==> config.mk <==
export PLATFORM = sky130hd
export DESIGN_NAME = ppt_cmd_rx
export DESIGN_NICKNAME = d
export VERILOG_FILES = /design/src/rtl/ppt_cmd_rx.sv
export SDC_FILE = /design/constraint.sdc
export NUM_CORES = 1
export LEC_CHECK = 0
export ABC_AREA = 1
export BUFFER_PORTS_ARGS = -buffer_cell sky130_fd_sc_hd__buf_2
export CORE_MARGIN = 5
export CORE_UTILIZATION = 38
export CTS_CLUSTER_DIAMETER = 200
export CTS_CLUSTER_SIZE = 40
export DETAILED_ROUTE_END_ITERATION = 8
export GPL_TIMING_DRIVEN = 0
export HOLD_SLACK_MARGIN = 0.15
export PLACE_DENSITY = 0.55
export SYNTH_ARGS = -nofsm -noshare
export SYNTH_HDL_FRONTEND = slang
export SYNTH_SLANG_ARGS = --single-unit
==> constraint.sdc <==
create_clock -name clk -period 3.5 [get_ports clk]
set_clock_uncertainty 0.15 [all_clocks]
set_input_delay 0.7 -clock clk [delete_from_list [all_inputs] [get_ports clk]]
set_output_delay 0.7 -clock clk [all_outputs]
set_load 0.03 [all_outputs]
==> src/rtl/ppt_cmd_rx.sv <==
// UART 8N1 receiver for presenter remote commands: decodes next/prev/home
// bytes into one-cycle command pulses and maintains a saturating slide index.
module ppt_cmd_rx #(
  parameter int CLKS_PER_BIT = 16
) (
  input  logic       clk,
  input  logic       rst_n,
  input  logic       ena,
  input  logic       rxd,
  output logic [7:0] rx_data,
  output logic       rx_valid,
  output logic       frame_err,
  output logic       cmd_next,
  output logic       cmd_prev,
  output logic [7:0] slide_idx,
  output logic       busy
);

  localparam int CW = $clog2(CLKS_PER_BIT);
  localparam logic [CW-1:0] HALF_M1 = CW'(CLKS_PER_BIT / 2 - 1);
  localparam logic [CW-1:0] FULL_M1 = CW'(CLKS_PER_BIT - 1);
  localparam logic [7:0] BYTE_NEXT = 8'h4E;
  localparam logic [7:0] BYTE_PREV = 8'h50;
  localparam logic [7:0] BYTE_HOME = 8'h48;

  typedef enum logic [2:0] {IDLE, START, DATA, STOP, WAIT_HIGH} state_t;

  state_t        state_q, state_d;
  logic [CW-1:0] cnt_q, cnt_d;
  logic [2:0]    bit_q, bit_d;
  logic [7:0]    shreg_q, shreg_d;
  logic [1:0]    sync_q;
  logic [7:0]    rx_data_q, rx_data_d;
  logic [7:0]    slide_q, slide_d;
  logic          valid_q, valid_d;
  logic          ferr_q, ferr_d;
  logic          next_q, next_d;
  logic          prev_q, prev_d;
  logic          rxd_s;

  function automatic logic [7:0] sat_inc(input logic [7:0] v);
    return (v == 8'hFF) ? v : v + 8'd1;
  endfunction

  function automatic logic [7:0] sat_dec(input logic [7:0] v);
    return (v == 8'h00) ? v : v - 8'd1;
  endfunction

  assign rxd_s = sync_q[1];

  always_comb begin
    state_d   = state_q;
    cnt_d     = cnt_q + 1'b1;
    bit_d     = bit_q;
    shreg_d   = shreg_q;
    rx_data_d = rx_data_q;
    slide_d   = slide_q;
    valid_d   = 1'b0;
    ferr_d    = 1'b0;
    next_d    = 1'b0;
    prev_d    = 1'b0;

    case (state_q)
      IDLE: begin
        cnt_d = '0;
        bit_d = '0;
        if (!rxd_s) state_d = START;
      end
      START: begin
        if (cnt_q == HALF_M1) begin
          cnt_d   = '0;
          bit_d   = '0;
          state_d = rxd_s ? IDLE : DATA;
        end
      end
      DATA: begin
        if (cnt_q == FULL_M1) begin
          cnt_d   = '0;
          shreg_d = {rxd_s, shreg_q[7:1]};
          bit_d   = bit_q + 3'd1;
          if (bit_q == 3'd7) state_d = STOP;
        end
      end
      STOP: begin
        if (cnt_q == FULL_M1) begin
          cnt_d = '0;
          if (rxd_s) begin
            rx_data_d = shreg_q;
            valid_d   = 1'b1;
            state_d   = IDLE;
            if (shreg_q == BYTE_NEXT) begin
              next_d  = 1'b1;
              slide_d = sat_inc(slide_q);
            end else if (shreg_q == BYTE_PREV) begin
              prev_d  = 1'b1;
              slide_d = sat_dec(slide_q);
            end else if (shreg_q == BYTE_HOME) begin
              slide_d = 8'h00;
            end
          end else begin
            ferr_d  = 1'b1;
            state_d = WAIT_HIGH;
          end
        end
      end
      WAIT_HIGH: begin
        cnt_d = '0;
        if (rxd_s) state_d = IDLE;
      end
      default: begin
        cnt_d   = '0;
        state_d = IDLE;
      end
    endcase

    // Disable wins over everything: drop the partial frame, keep held results.
    if (!ena) begin
      state_d   = IDLE;
      cnt_d     = '0;
      bit_d     = '0;
      rx_data_d = rx_data_q;
      slide_d   = slide_q;
      valid_d   = 1'b0;
      ferr_d    = 1'b0;
      next_d    = 1'b0;
      prev_d    = 1'b0;
    end
  end

  always_ff @(posedge clk or negedge rst_n) begin
    if (!rst_n) begin
      state_q   <= IDLE;
      cnt_q     <= '0;
      bit_q     <= '0;
      sync_q    <= 2'b11;
      rx_data_q <= 8'h00;
      slide_q   <= 8'h00;
      valid_q   <= 1'b0;
      ferr_q    <= 1'b0;
      next_q    <= 1'b0;
      prev_q    <= 1'b0;
    end else begin
      state_q   <= state_d;
      cnt_q     <= cnt_d;
      bit_q     <= bit_d;
      sync_q    <= {sync_q[0], rxd};
      rx_data_q <= rx_data_d;
      slide_q   <= slide_d;
      valid_q   <= valid_d;
      ferr_q    <= ferr_d;
      next_q    <= next_d;
      prev_q    <= prev_d;
    end
  end

  // Shift register holds only in-flight data; it is always overwritten before use.
  always_ff @(posedge clk) begin
    shreg_q <= shreg_d;
  end

  assign rx_data   = rx_data_q;
  assign rx_valid  = valid_q;
  assign frame_err = ferr_q;
  assign cmd_next  = next_q;
  assign cmd_prev  = prev_q;
  assign slide_idx = slide_q;
  assign busy      = (state_q != IDLE);

endmodule

# == Word-level counts from Yosys, hierarchy flattened ==
# Index checks and enable logic that the tools add are counted.
# word_totals
ff_bits,40
inputBits,4
out_inout_bits,21
elab_cells,87
# op_classes
n_addsub,4
eq_ne,20
mux,42
n_reduce_logical,10
# ops
cell,n
2-to-1 mux 8 bit,5
2-to-1 mux 3 bit,11
equality test 8 x 7 -> 1 bit (second input constant),3
inequality test 3 bit (second input constant),7
2-to-1 mux 1 bit,19
one-hot mux 3 bit (5 select lines),1
2-to-1 mux 4 bit,3
one-hot mux 3 bit (3 select lines),1
adder 8 x 1 -> 8 bit (second input constant),1
equality test 8 bit (second input constant),1
logical NOT 8 bit,1
one-hot mux 4 bit (2 select lines),1
subtractor 8 x 1 -> 8 bit (second input constant),1
AND reduction 7 bit,1
equality test 3 x 2 -> 1 bit (second input constant),2
equality test 3 bit (second input constant),2
AND reduction 6 bit,1
nonzero test 3 bit,2
adder 4 x 1 -> 4 bit (second input constant),1
equality test 4 x 3 -> 1 bit (second input constant),1
equality test 4 bit (second input constant),1
inequality test 4 x 1 -> 1 bit (second input constant),1
AND reduction 4 bit,1
adder 3 x 1 -> 3 bit (second input constant),1
7 further kinds,7

# == Longest topological paths before layout ==
# Gate-level depths: netlist of the first run.
# logic_depth
ltp_word,7
depth_mapped,12
depth_no_buf,12

# == Worst setup path before layout of the first run ==
# Ideal clock, no wire load.
# synth_path
kind,register to register
startpoint,reg slide_q[0] (netlist: slide_idx[0])
endpoint,reg slide_q[4] (netlist: slide_idx[4])
setup_ps,113
t_arrival_ps,1452
t_required_ps,3237
setup_slack_ps,1785
stages_incl_launch_ff,10
path_buffers,0
synth_period_minus_slack_ps,1715
path_cell_list,dfrtp_1 inv_1 ha_1 nand2_1 nor2_1 o21a_1 nor2_1 nand2_1 nand2_1 inv_1
# synth_via
elab_chain_cells,4
word_cells_on_any_way,11
classes_between,add/sub: 2; eq/ne: 3; mux: 4; reduce/logical: 2
# synth_lines
element,line_no,text
start: declaration,34,"logic [7:0] slide_q, slide_d;"
start signal: assignment,148,slide_q <= slide_d;
subtractor 8 x 1 -> 8 bit,46,return (v == 8'h00) ? v : v - 8'd1;
2-to-1 mux 8 bit,46,
2-to-1 mux 8 bit,94,end else if (shreg_q == BYTE_PREV) begin
2-to-1 mux 8 bit,91,if (shreg_q == BYTE_NEXT) begin
# Parallel ways exist; a longest one is shown, timed or not. The select of a mux whose other input is x is not followed.
# A chain may end at the register's enable or synchronous reset.

# == Worst setup path in the final report of the first run ==
# layout_path
startpoint,reg state_q[2]
endpoint,out busy
# layout_via
elab_chain_cells,1
# layout_lines
element,line_no,text
start: declaration,28,"state_t state_q, state_d;"
start signal: assignment,143,state_q <= state_d;
nonzero test 3 bit,167,assign busy = (state_q != IDLE);
end: declaration,16,output logic busy
# Every way passes these cells.

==> results of run 1 <==
==> sequential cells by signal, summed over array words and instances (netlist names), 2 cells and up <==
signal,cells
shreg_q,8
slide_idx,8
bit_q,3
rx_data,8
cnt_q,4
sync_q,2
state_q,3
==> cell families (layout without fill, tap and decap cells) <==
| kind of cell | count (synthesis) | count (layout) | synth area share [%] |
|---|---|---|---|
| compound gates | 23 | 23 | 5.34 |
| xor+xnor | 3 | 3 | 1.16 |
| fa+ha+maj | 6 | 6 | 3.30 |
| buf+inv | 37 | 69 | 7.21 |
| flops | 40 | 40 | 45.9 |
| simple gates | 182 | 182 | 37.1 |
==> how the worst max path moves through the flow <==
stage,to,slack [ps]
2_1_floorplan,slide_idx[4]$_DFFE_PN0P_,1790
3_3_place_gp,slide_idx[4]$_DFFE_PN0P_,1560
3_5_place_dp,slide_idx[0]$_DFFE_PN0P_,1560
4_1_cts,busy,1340
5_1_grt,busy,1240
6_report,busy,1340
==> metrics by stage <==
step	power (mW)	util, %	setup WS [ps]	cells	hold WS [ps]
floorplan	0.644	-	1790	291	195
finish	1.08	44.5	1340	398	211
CTS	1.10	44.5	1340	398	212
global route	1.15	44.5	1240	398	219
detailed placement	0.691	42.5	1560	390	199
global placement	0.688	42.5	1560	390	196
==> cell usage in the layout, fill, tap and decap left out <==
cell,synthesis,final
buf_4,1,1
or2_2,2,2
edfxtp_1,8,8
nor3_1,2,2
ha_1,6,6
nand3_1,23,23
nor2_2,6,6
nand2_4,1,1
nand3_2,2,2
dfstp_2,2,2
clkinv_4,1,1
nor3_2,2,2
xor2_1,2,2
nor3b_1,1,1
nor3_4,1,1
nand2_1,92,92
inv_1,27,27
clkinvlp_4,0,1
a21oi_1,3,3
xnor2_1,1,1
nand3b_4,1,1
buf_6,2,2
clkinv_1,1,1
a21oi_2,1,1
nor2_4,3,3
inv_2,4,4
o21ai_0,18,18
inv_6,0,1
nor2_1,38,38
o21a_1,1,1
nand4_1,3,3
nand2_2,5,5
dfrtp_1,30,30
clkbuf_8,0,5
bufinv_16,0,1
buf_2,1,25
==> routing by layer <==
| layer | part of all wire [%] | wire (µm) | vias to the layer above | global-route usage [%] |
|---|---|---|---|---|
| met5 | 0 | 0 | - | 0 |
| met4 | 0.90 | 44 | 0 | 4.74 |
| met3 | 3.8 | 186 | 5 | 4.07 |
| met2 | 46 | 2270 | 28 | 22.8 |
| met1 | 49 | 2380 | 875 | 19.1 |
| li1 | - | - | 975 | - |
==> power by group <==
| group | internal (mW) | switching (mW) |
|---|---|---|
| Combinational | 0.0466 | 0.111 |
| Clock | 0.215 | 0.184 |
| Sequential | 0.496 | 0.0270 |
==> layout make-up <==
class | count | area (µm²) | share of cell area (%)
clock buffers | 5 | 68.8 | 2.65
plain buffers | 4 | 35.0 | 1.35
inverters | 33 | 129 | 4.95
multi-input cells | 214 | 1060 | 40.9
flip-flops and latches | 40 | 1040 | 40.1
repair buffers | 24 | 120 | 4.62
clock inverters | 3 | 46.3 | 1.78
well taps | 75 | 93.8 | 3.61
==> out/metrics.yaml, run 1 <==
clock_tree:
  ctsResizeCount: 0
  h-tree-depth: 2
  clock_sink_count: 40
  cts.clk_slew.worst_paths_ps: 90
  numCtsBuffers: 5
  holdBufCountCts: 0
  clockBufferDepth: 2
  clk_latency_ps: 300
  cts_setup_buffers: 0
  clockRootBuffer: "clkbuf_8"
  cts_tree: "yes"
sta:
  hold_viol: 0
  tns_ps: 0
  setup_viol: 0
  min_period_over_period_pct: 61.6
  min_period_ps: 2160
  clock.fmax_mhz: 464
  worst_slew_pin_slew_ps: 737
  slew_headroom_pct: 50.9
  rsz0062_at_grt: "no"
  slew_viol_final: 0
critical_path:
  crit_slowest_cell: "dfrtp_1"
  crit_buf_inv: 1
  crit_path_start: "state_q[2]$_DFFE_PN0P_"
  worst_ep_required_time_ps: 2650
  max_stage_delay_ps: 460
  rrSetupSlack_ps: 1640
  cp_top_family: "flip-flops"
  critical_path_class: "reg -> out"
  rr_worst_depth: 3
  r2r-start: "state_q[2]$_DFFE_PN0P_"
  critPathMaxFanout: 5
  timing.rr.end: "shreg_q[3]$_DFFE_PP_"
  critical_path_depth: 3
  crit_chain: "nor2_1 > nand2_1 > buf_2"
  start_kind: "flip-flop"
  cp.arrival_ps: 1310
  cp-end-kind: "primary output"
cells_and_area:
  final_nets: 332
  num_antenna_cells: 0
  syn_to_final_growth_pct: 14.5
  layout-drive-gt1-share_pct: 20.7
  fill_cells: 606
  stdcell_area_um2: 2600
logic_synthesis:
  synth_area_um2: 2270
  synth_edf_count: 8
  synth_top_cell_area_share_pct: 33.0
  synth_cell_types: 32
  avgSynthCellArea_um2: 7.81
  async_flop_share_pct: 80.0
  synth_most_common_cell: "nand2_1"
  synth_nets: 301
  ys_ff_latch: 40
  yosysTopAreaCell: "dfrtp_1"
  synth-main-ff-cell: "dfrtp_1"
  ys_top_cells_by_area: "dfrtp_1 33%, nand2_1 15%, edfxtp_1 11%"
  synth_common_cells: "92 x nand2_1, 38 x nor2_1, 30 x dfrtp_1, 27 x inv_1, 23 x nand3_1"
  ys_seq_area_share_pct: 45.9
  netlist_instances: 291
  yosys_warnings: 0
routing:
  drc_errors: 0
  num_vias: 1883
  via_per_inst: 4.73
  first_pass_iters: 4
  drt-initial-drc-count: 89
  ant_nets: 0
  drt_wl_total_um: 4880
  wl_per_cell_um: 12.3
power:
  power_density_nw_per_um2: 415
  vdd_drop_max_mv: 0.374
  p_leak_nw: 1.25
floorplan:
  ioPinCount: 25
  die_h_um: 87.3
  core_region_area_um2: 5850
  die-area_um2: 7630
  rows: 28
  start_util_pct: 38.8
  fp.dieW_um: 87.3
status:
  status: "complete, no violations"
placed_design:
  port_buffers: 24
  dpl.hpwl_um: 3590
  gp_congestion: 0.859
  place_area_um2: 2490
global_route:
  antenna_found_initial: 0
  overflow: 0
  grt_pass1_vias: 1932
  grt_max_degree: 33
  grtUsageTotal_pct: 14.5
  grt_first_pass_wirelength_um: 8690
min_path:
  min_path_cells: 0
  hold_start: "sync_q[0]$_DFF_PN1_"
  hp-class: "reg -> reg"
  min_to: "sync_q[1]$_DFF_PN1_"
job:
  drv_cap: 0
Note: power is estimated with default switching activity, not from simulation.
==> inputs of run 2 (changes only) <==
- ABC_AREA: 1 -> 0
- clock period: 3.5 -> 2.06 ns (I/O delays scaled with it)
==> run 2 against run 1 <==
Effect of this change: power increased by 41%; final cell count decreased by 28%; worst setup slack got worse by 1300 ps; critical endpoint is now slide_idx[4]$_DFFE_PN0P_; largest power group unchanged.
==> out/metrics.yaml, run 2 <==
status:
  status: "complete, no violations"
critical_path:
  crit_chain: "ha_4 > and4_4 > and2_4 > and3_2 > o221ai_4 > buf_12 > mux2_4"
  rr_worst_depth: 7  # +4
  start_kind: "flip-flop"
  critical_path_depth: 7  # +4
  cp_top_family: "simple AND/OR/NAND/NOR gates"
  endpoint: "slide_idx[4]$_DFFE_PN0P_"
  critical_path_class: "reg -> reg"
  worst_ep_required_time_ps: 2080  # -570 ps
  timing.rr.end: "slide_idx[4]$_DFFE_PN0P_"
  cp-end-kind: "flip-flop"
  rrSetupSlack_ps: 80  # -1560 ps
  crit_buf_inv: 1  # unchanged
  crit_slowest_cell: "dfrtp_1"
  crit_path_start: "cnt_q[1]$_DFF_PN0_"
  max_stage_delay_ps: 400  # -60 ps
  cp.arrival_ps: 2010  # +700 ps
  r2r-start: "cnt_q[1]$_DFF_PN0_"
  critPathMaxFanout: 8  # +3
clock_tree:
  numCtsBuffers: 5  # unchanged
  clockRootBuffer: "clkbuf_8"
  cts.clk_slew.worst_paths_ps: 80  # about the same
  clock_sink_count: 40  # unchanged
  clockBufferDepth: 2  # unchanged
  cts_tree: "yes"
  h-tree-depth: 2  # unchanged
  clk_latency_ps: 290  # about the same
power:
  p_leak_nw: 1.18  # -6.0%
  power_density_nw_per_um2: 587  # +41%
  vdd_drop_max_mv: 0.270  # -28%
cells_and_area:
  finalCoreUtilization_pct: 50.1  # +5.6 points
  seq_area_um2: 1050  # +0.24%
  final_nets: 225  # -32%
  fill_cells: 474  # -22%
  layout_common_cells: "28 x dfrtp_1, 26 x buf_2, 14 x buf_4"
  layout-drive-gt1-share_pct: 40.7  # +20 points
  fin_cells: 286  # -28%
  multi_input_area_um2: 1010  # -5.5%
  syn_to_final_growth_pct: 26.6
  num_antenna_cells: 0  # unchanged
  final_common_cell: "dfrtp_1"
placed_design:
  gp_congestion: 0.849  # -1.1%
  port_buffers: 24  # unchanged
  dp.cells: 261  # -33%
  dpl.hpwl_um: 2690  # -25%
floorplan:
  core_region_area_um2: 5170  # -12%
  rows: 26  # -7.1%
  fp.dieW_um: 83.4  # -4.5%
  die_h_um: 83.4  # -4.5%
  ioPinCount: 25  # unchanged
  start_util_pct: 39.6  # +0.71 points
  die-area_um2: 6950  # -8.9%
logic_synthesis:
  ys_ff_latch: 40  # unchanged
  avgSynthCellArea_um2: 12.2  # +57%
  ys_top_cells_by_area: "dfrtp_1 37%, edfxtp_1 12%, mux2_4 5.1%"
  synth-main-ff-cell: "dfrtp_1"
  synth_area_um2: 2050  # -10%
  synth_cell_types: 42  # +31%
  yosys_warnings: 0  # unchanged
  synth_most_common_cell: "dfrtp_1"
  synth_nets: 177  # -41%
  synth_edf_count: 8  # unchanged
  yosysTopAreaCell: "dfrtp_1"
  synth_common_cells: "30 x dfrtp_1, 12 x nor2_1, 11 x nand3_1, 10 x nand2_1, 9 x mux2_2"
  ys_seq_area_share_pct: 51.0  # +5.1 points
  synth_top_cell_area_share_pct: 36.7  # +3.7 points
  async_flop_share_pct: 80.0  # unchanged
  netlist_instances: 167  # -43%
job:
  drv_cap: 0  # unchanged
routing:
  drt-initial-drc-count: 64  # -28%
  via_per_inst: 5.03  # +6.4%
  ant_nets: 0  # unchanged
  first_pass_iters: 4  # unchanged
  drt_wl_total_um: 4030  # -17%
  drc_errors: 0  # unchanged
  num_vias: 1440  # -24%
  wl_per_cell_um: 14.1  # +15%
global_route:
  grt_max_degree: 33  # unchanged
  grtUsageTotal_pct: 12.3  # -2.2 points
  overflow: 0  # unchanged
  grt_first_pass_wirelength_um: 7070  # -19%
  grt_pass1_vias: 1445  # -25%
  antenna_found_initial: 0  # unchanged
min_path:
  min_path_cells: 0  # unchanged
  hp-class: "reg -> reg"
sta:
  hold_viol: 0  # unchanged
  slew_viol_final: 0  # unchanged
  min_period_over_period_pct: 96.2
  slew_headroom_pct: 51.7  # +0.83 points
  min_period_ps: 1980
  clock.fmax_mhz: 505
  setup_viol: 0  # unchanged
  worst_slew_pin_slew_ps: 724  # -12.4 ps
-- run 2: cells by family (layout without fill, tap and decap cells) --
kind of cell    count (synthesis)  after routing  synth area share, %
fa+ha+maj                       6              6                 3.67
buf+inv                        10             59                 3.06
simple gates                   60             60                 17.2
xor+xnor                       15             15                 6.42
flops                          40             40                 51.0
mux                            20             20                 12.1
compound gates                 16             16                 6.54
-- run 2: worst min-delay path by stage --
stage                              from                   end
floorplan                         rst_n  bit_q[0]$_DFFE_PN0P_
global placement    sync_q[0]$_DFF_PN1_   sync_q[1]$_DFF_PN1_
detailed placement  sync_q[0]$_DFF_PN1_   sync_q[1]$_DFF_PN1_
CTS                 sync_q[0]$_DFF_PN1_   sync_q[1]$_DFF_PN1_
global route        sync_q[0]$_DFF_PN1_   sync_q[1]$_DFF_PN1_
finish              sync_q[0]$_DFF_PN1_   sync_q[1]$_DFF_PN1_
-- run 2: through the flow --
stage	setup TNS (ps)	area, µm²	worst slack (ps)	total power [mW]	hold slack (ps)
5_1_grt	-57.8	2590	-16.8	1.58	219
3_3_place_gp	-3800	2260	-290	0.871	196
3_5_place_dp	-5010	2260	-385	0.873	206
2_1_floorplan	0	2060	9.14	0.849	-33.6
4_1_cts	0	2530	1.06	1.54	218
6_report	0	2590	78.3	1.52	216
-- run 2: timing repair --
item | in CTS | in global routing
resized for setup | 8 | 2
pin swaps | 4 | 4
hold endpoints to repair | 31 | 0
setup buffers | 8 | 8
endpoints found under the setup margin | 24 | 16
hold buffers | 2 | 0
-- run 2: routing by layer --
layer  vias up  GRT usage [%]  wire length [µm]
li1        693              -                 -
met1       719           16.3              1900
met2        22           19.2              1930
met3         6           3.86               153
met4         0           3.57                51
met5         -              0                 0
-- run 2: final cells by class --
cell class,instances,area share [%]
flip-flops and latches,40,40.4
multi-input cells,117,38.8
repair buffers,42,10.7
well taps,70,3.38
clock buffers,5,2.66
clock inverters,3,1.79
plain buffers,5,1.69
inverters,4,0.580
-- run 2: report_power, final --
part / leakage [nW] / internal, mW / switching, mW / total (mW)
Sequential: 0.502 / 0.810 / 0.00774 / 0.818
Combinational: 0.621 / 0.0145 / 0.0287 / 0.0433
Clock: 0.0548 / 0.365 / 0.293 / 0.659
==> inputs of run 3 (changes only) <==
- GPL_ROUTABILITY_DRIVEN: default -> 0
- PLACE_DENSITY: 0.55 -> 0.57
- clock period: 2.06 -> 1.79 ns (I/O delays scaled with it)
==> run 3 against run 2 <==
Effect of this change: final cell count shrank 1.7%; count of clock-buffer cells in the layout rose by 1; critical endpoint is now slide_idx[5]$_DFFE_PN0P_; highest routed layer unchanged; the run now ends with setup timing left; core utilization shrank 0.19 points; clock power rose by 8.0%; critical path type unchanged; flip-flop and latch count did not move; power is 13% higher.
==> out/metrics.yaml, run 3 (synthesis gave the netlist of run 2 again) <==
clock_tree:
  clockRootBuffer: "clkbuf_8"
  numCtsBuffers: 5  # unchanged
  h-tree-depth: 2  # unchanged
  cts_tree: "yes"
  cts.clk_slew.worst_paths_ps: 80  # about the same
  clk_latency_ps: 290  # about the same
  clock_sink_count: 40  # unchanged
  clockBufferDepth: 2  # unchanged
routing:
  first_pass_iters: 4  # unchanged
  drt-initial-drc-count: 72  # +13%
  wl_per_cell_um: 14.3  # +1.3%
  via_per_inst: 4.94  # -1.9%
  ant_nets: 0  # unchanged
  num_vias: 1388  # -3.6%
  drc_errors: 0  # unchanged
  drt_wl_total_um: 4010  # -0.47%
global_route:
  grtUsageTotal_pct: 12.8  # +0.45 points
  grt_pass1_vias: 1453  # +0.55%
  grt_first_pass_wirelength_um: 7260  # +2.6%
  antenna_found_initial: 0  # unchanged
  grt_max_degree: 33  # unchanged
  overflow: 0  # unchanged
floorplan:
  die-area_um2: 6950  # unchanged
  rows: 26  # unchanged
  fp.dieW_um: 83.4  # unchanged
  core_region_area_um2: 5170  # unchanged
  die_h_um: 83.4  # unchanged
  ioPinCount: 25  # unchanged
  start_util_pct: 39.6  # unchanged
status:
  violations: "setup timing"
  status: "complete, but fails checks"
cells_and_area:
  syn_to_final_growth_pct: 26.1
  fill_cells: 465  # -1.9%
  final_common_cell: "dfrtp_1"
  layout-drive-gt1-share_pct: 41.2  # +0.49 points
  num_antenna_cells: 0  # unchanged
  fin_cells: 281  # -1.7%
  layout_common_cells: "25 x dfrtp_1, 24 x buf_2, 12 x nor2_1"
  final_nets: 220  # -2.2%
critical_path:
  timing.rr.end: "slide_idx[5]$_DFFE_PN0P_"
  critPathMaxFanout: 8  # unchanged
  rr_worst_depth: 6  # -1
  critical_path_class: "reg -> reg"
  start_kind: "flip-flop"
  cp.arrival_ps: 2030  # +20 ps
  cp-end-kind: "flip-flop"
  rrSetupSlack_ps: -220  # -300 ps
  r2r-start: "shreg_q[0]$_DFFE_PP_"
  worst_ep_required_time_ps: 1810  # -270 ps
job:
  drv_cap: 0  # unchanged
placed_design:
  dp.cells: 261  # unchanged
  port_buffers: 24  # unchanged
  dpl.hpwl_um: 2730  # +1.6%
sta:
  setup_viol: 8  # +8
  tns_ps: -1540  # -1540 ps
  rsz0062_at_grt: "yes"
  worst_slew_pin_slew_ps: 728  # +3.73 ps
  holdWs_ps: 208  # -7.50 ps
  hold_viol: 0  # unchanged
  clock.fmax_mhz: 497  # -1.5%
  min_period_ps: 2010  # +29.7 ps
  min_period_over_period_pct: 112  # +16 points
  slew_viol_final: 0  # unchanged
  slew_headroom_pct: 51.5  # -0.25 points
  setup_ws_ps: -221  # -300 ps
power:
  clkPwrFrac_pct: 41.4  # -1.9 points
  internal_power_mw: 1.37  # +16%
  pwr-share-seq_pct: 54.7  # +0.9 points
  p_leak_nw: 1.15  # -2.6%
  swShare_pct: 20.1  # -1.7 points
  combinationalPowerShare_pct: 3.9  # +1.1 points
  p_switching_mw: 0.345  # +4.5%
  vdd_drop_max_mv: 0.413  # +53%
  power_density_nw_per_um2: 667  # +14%
min_path:
  min_to: "sync_q[1]$_DFF_PN1_"
  hold_start: "sync_q[0]$_DFF_PN1_"
  min_path_cells: 0  # unchanged
  hp-class: "reg -> reg"
[run 3: cell types whose count changed in the layout (fill, tap and decap cells not counted), sizes merged]
cell | before | now
clkinv | 0 | 1
buf | 45 | 40
inv | 5 | 4
clkbuf | 5 | 6
clkinvlp | 1 | 0
[run 3: final cells by class]
type | count | area (µm²) | area share (%)
Buffer | 4 | 38.8 | 1.50
Sequential cell | 40 | 1050 | 40.7
Timing Repair Buffer | 38 | 274 | 10.6
Multi-Input combinational cell | 117 | 1010 | 39.0
Inverter | 4 | 15.0 | 0.582
Tap cell | 70 | 87.6 | 3.39
Clock inverter | 2 | 35.0 | 1.36
Clock buffer | 6 | 72.6 | 2.81
[run 3: metal layers]
layer  global-route usage, %  part of all wire (%)
met1                    17.2                    47
met2                    19.8                    48
met3                    3.27                   4.2
met4                    4.46                  0.95
met5                       0                     0
[run 3: power by group through the flow]
stage	Combinational (mW)	Sequential, mW	Clock [mW]
detailed placement	0.0505	0.955	0
floorplan	0.0239	0.954	0
global placement	0.0488	0.955	0
CTS	0.0660	0.940	0.741
global route	0.0762	0.941	0.784
finish	0.0672	0.940	0.712
[run 3: how the worst max path moves through the flow]
stage                             start                        to  slack, ps
2_1_floorplan  slide_idx[4]$_DFFE_PN0P_  slide_idx[4]$_DFFE_PN0P_       -260
3_3_place_gp       shreg_q[0]$_DFFE_PP_  slide_idx[5]$_DFFE_PN0P_       -450
3_5_place_dp       shreg_q[7]$_DFFE_PP_  slide_idx[5]$_DFFE_PN0P_       -490
4_1_cts            shreg_q[7]$_DFFE_PP_  slide_idx[5]$_DFFE_PN0P_       -250
5_1_grt            shreg_q[0]$_DFFE_PP_  slide_idx[5]$_DFFE_PN0P_       -300
6_report           shreg_q[0]$_DFFE_PP_  slide_idx[5]$_DFFE_PN0P_       -220
[run 3: repair_timing]
item / 4_1_cts / 5_1_grt
setup endpoints to repair: 26 / 18
resized for setup: 11 / 2
hold endpoints to repair: 31 / 0
pin swaps: 6 / 3
setup buffers: 9 / 4
hold buffers: 2 / 0
[run 3: metrics by stage]
step	power (mW)	util [%]	worst slack [ps]	area, µm²
5_1_grt	1.80	49.9	-305	2580
2_1_floorplan	0.978	-	-261	2070
6_report	1.72	49.9	-221	2580
4_1_cts	1.75	49.0	-255	2540
3_5_place_dp	1.01	44.0	-485	2270
3_3_place_gp	1.00	44.0	-453	2270
[run 3: worst max-delay path: stages, from the launching register on]
cell and delay, ps:
edfxtp_1 430, nor4b_4 410, nand2_2 130, a31oi_4 190
o221ai_4 120, buf_12 160, mux2_4 290
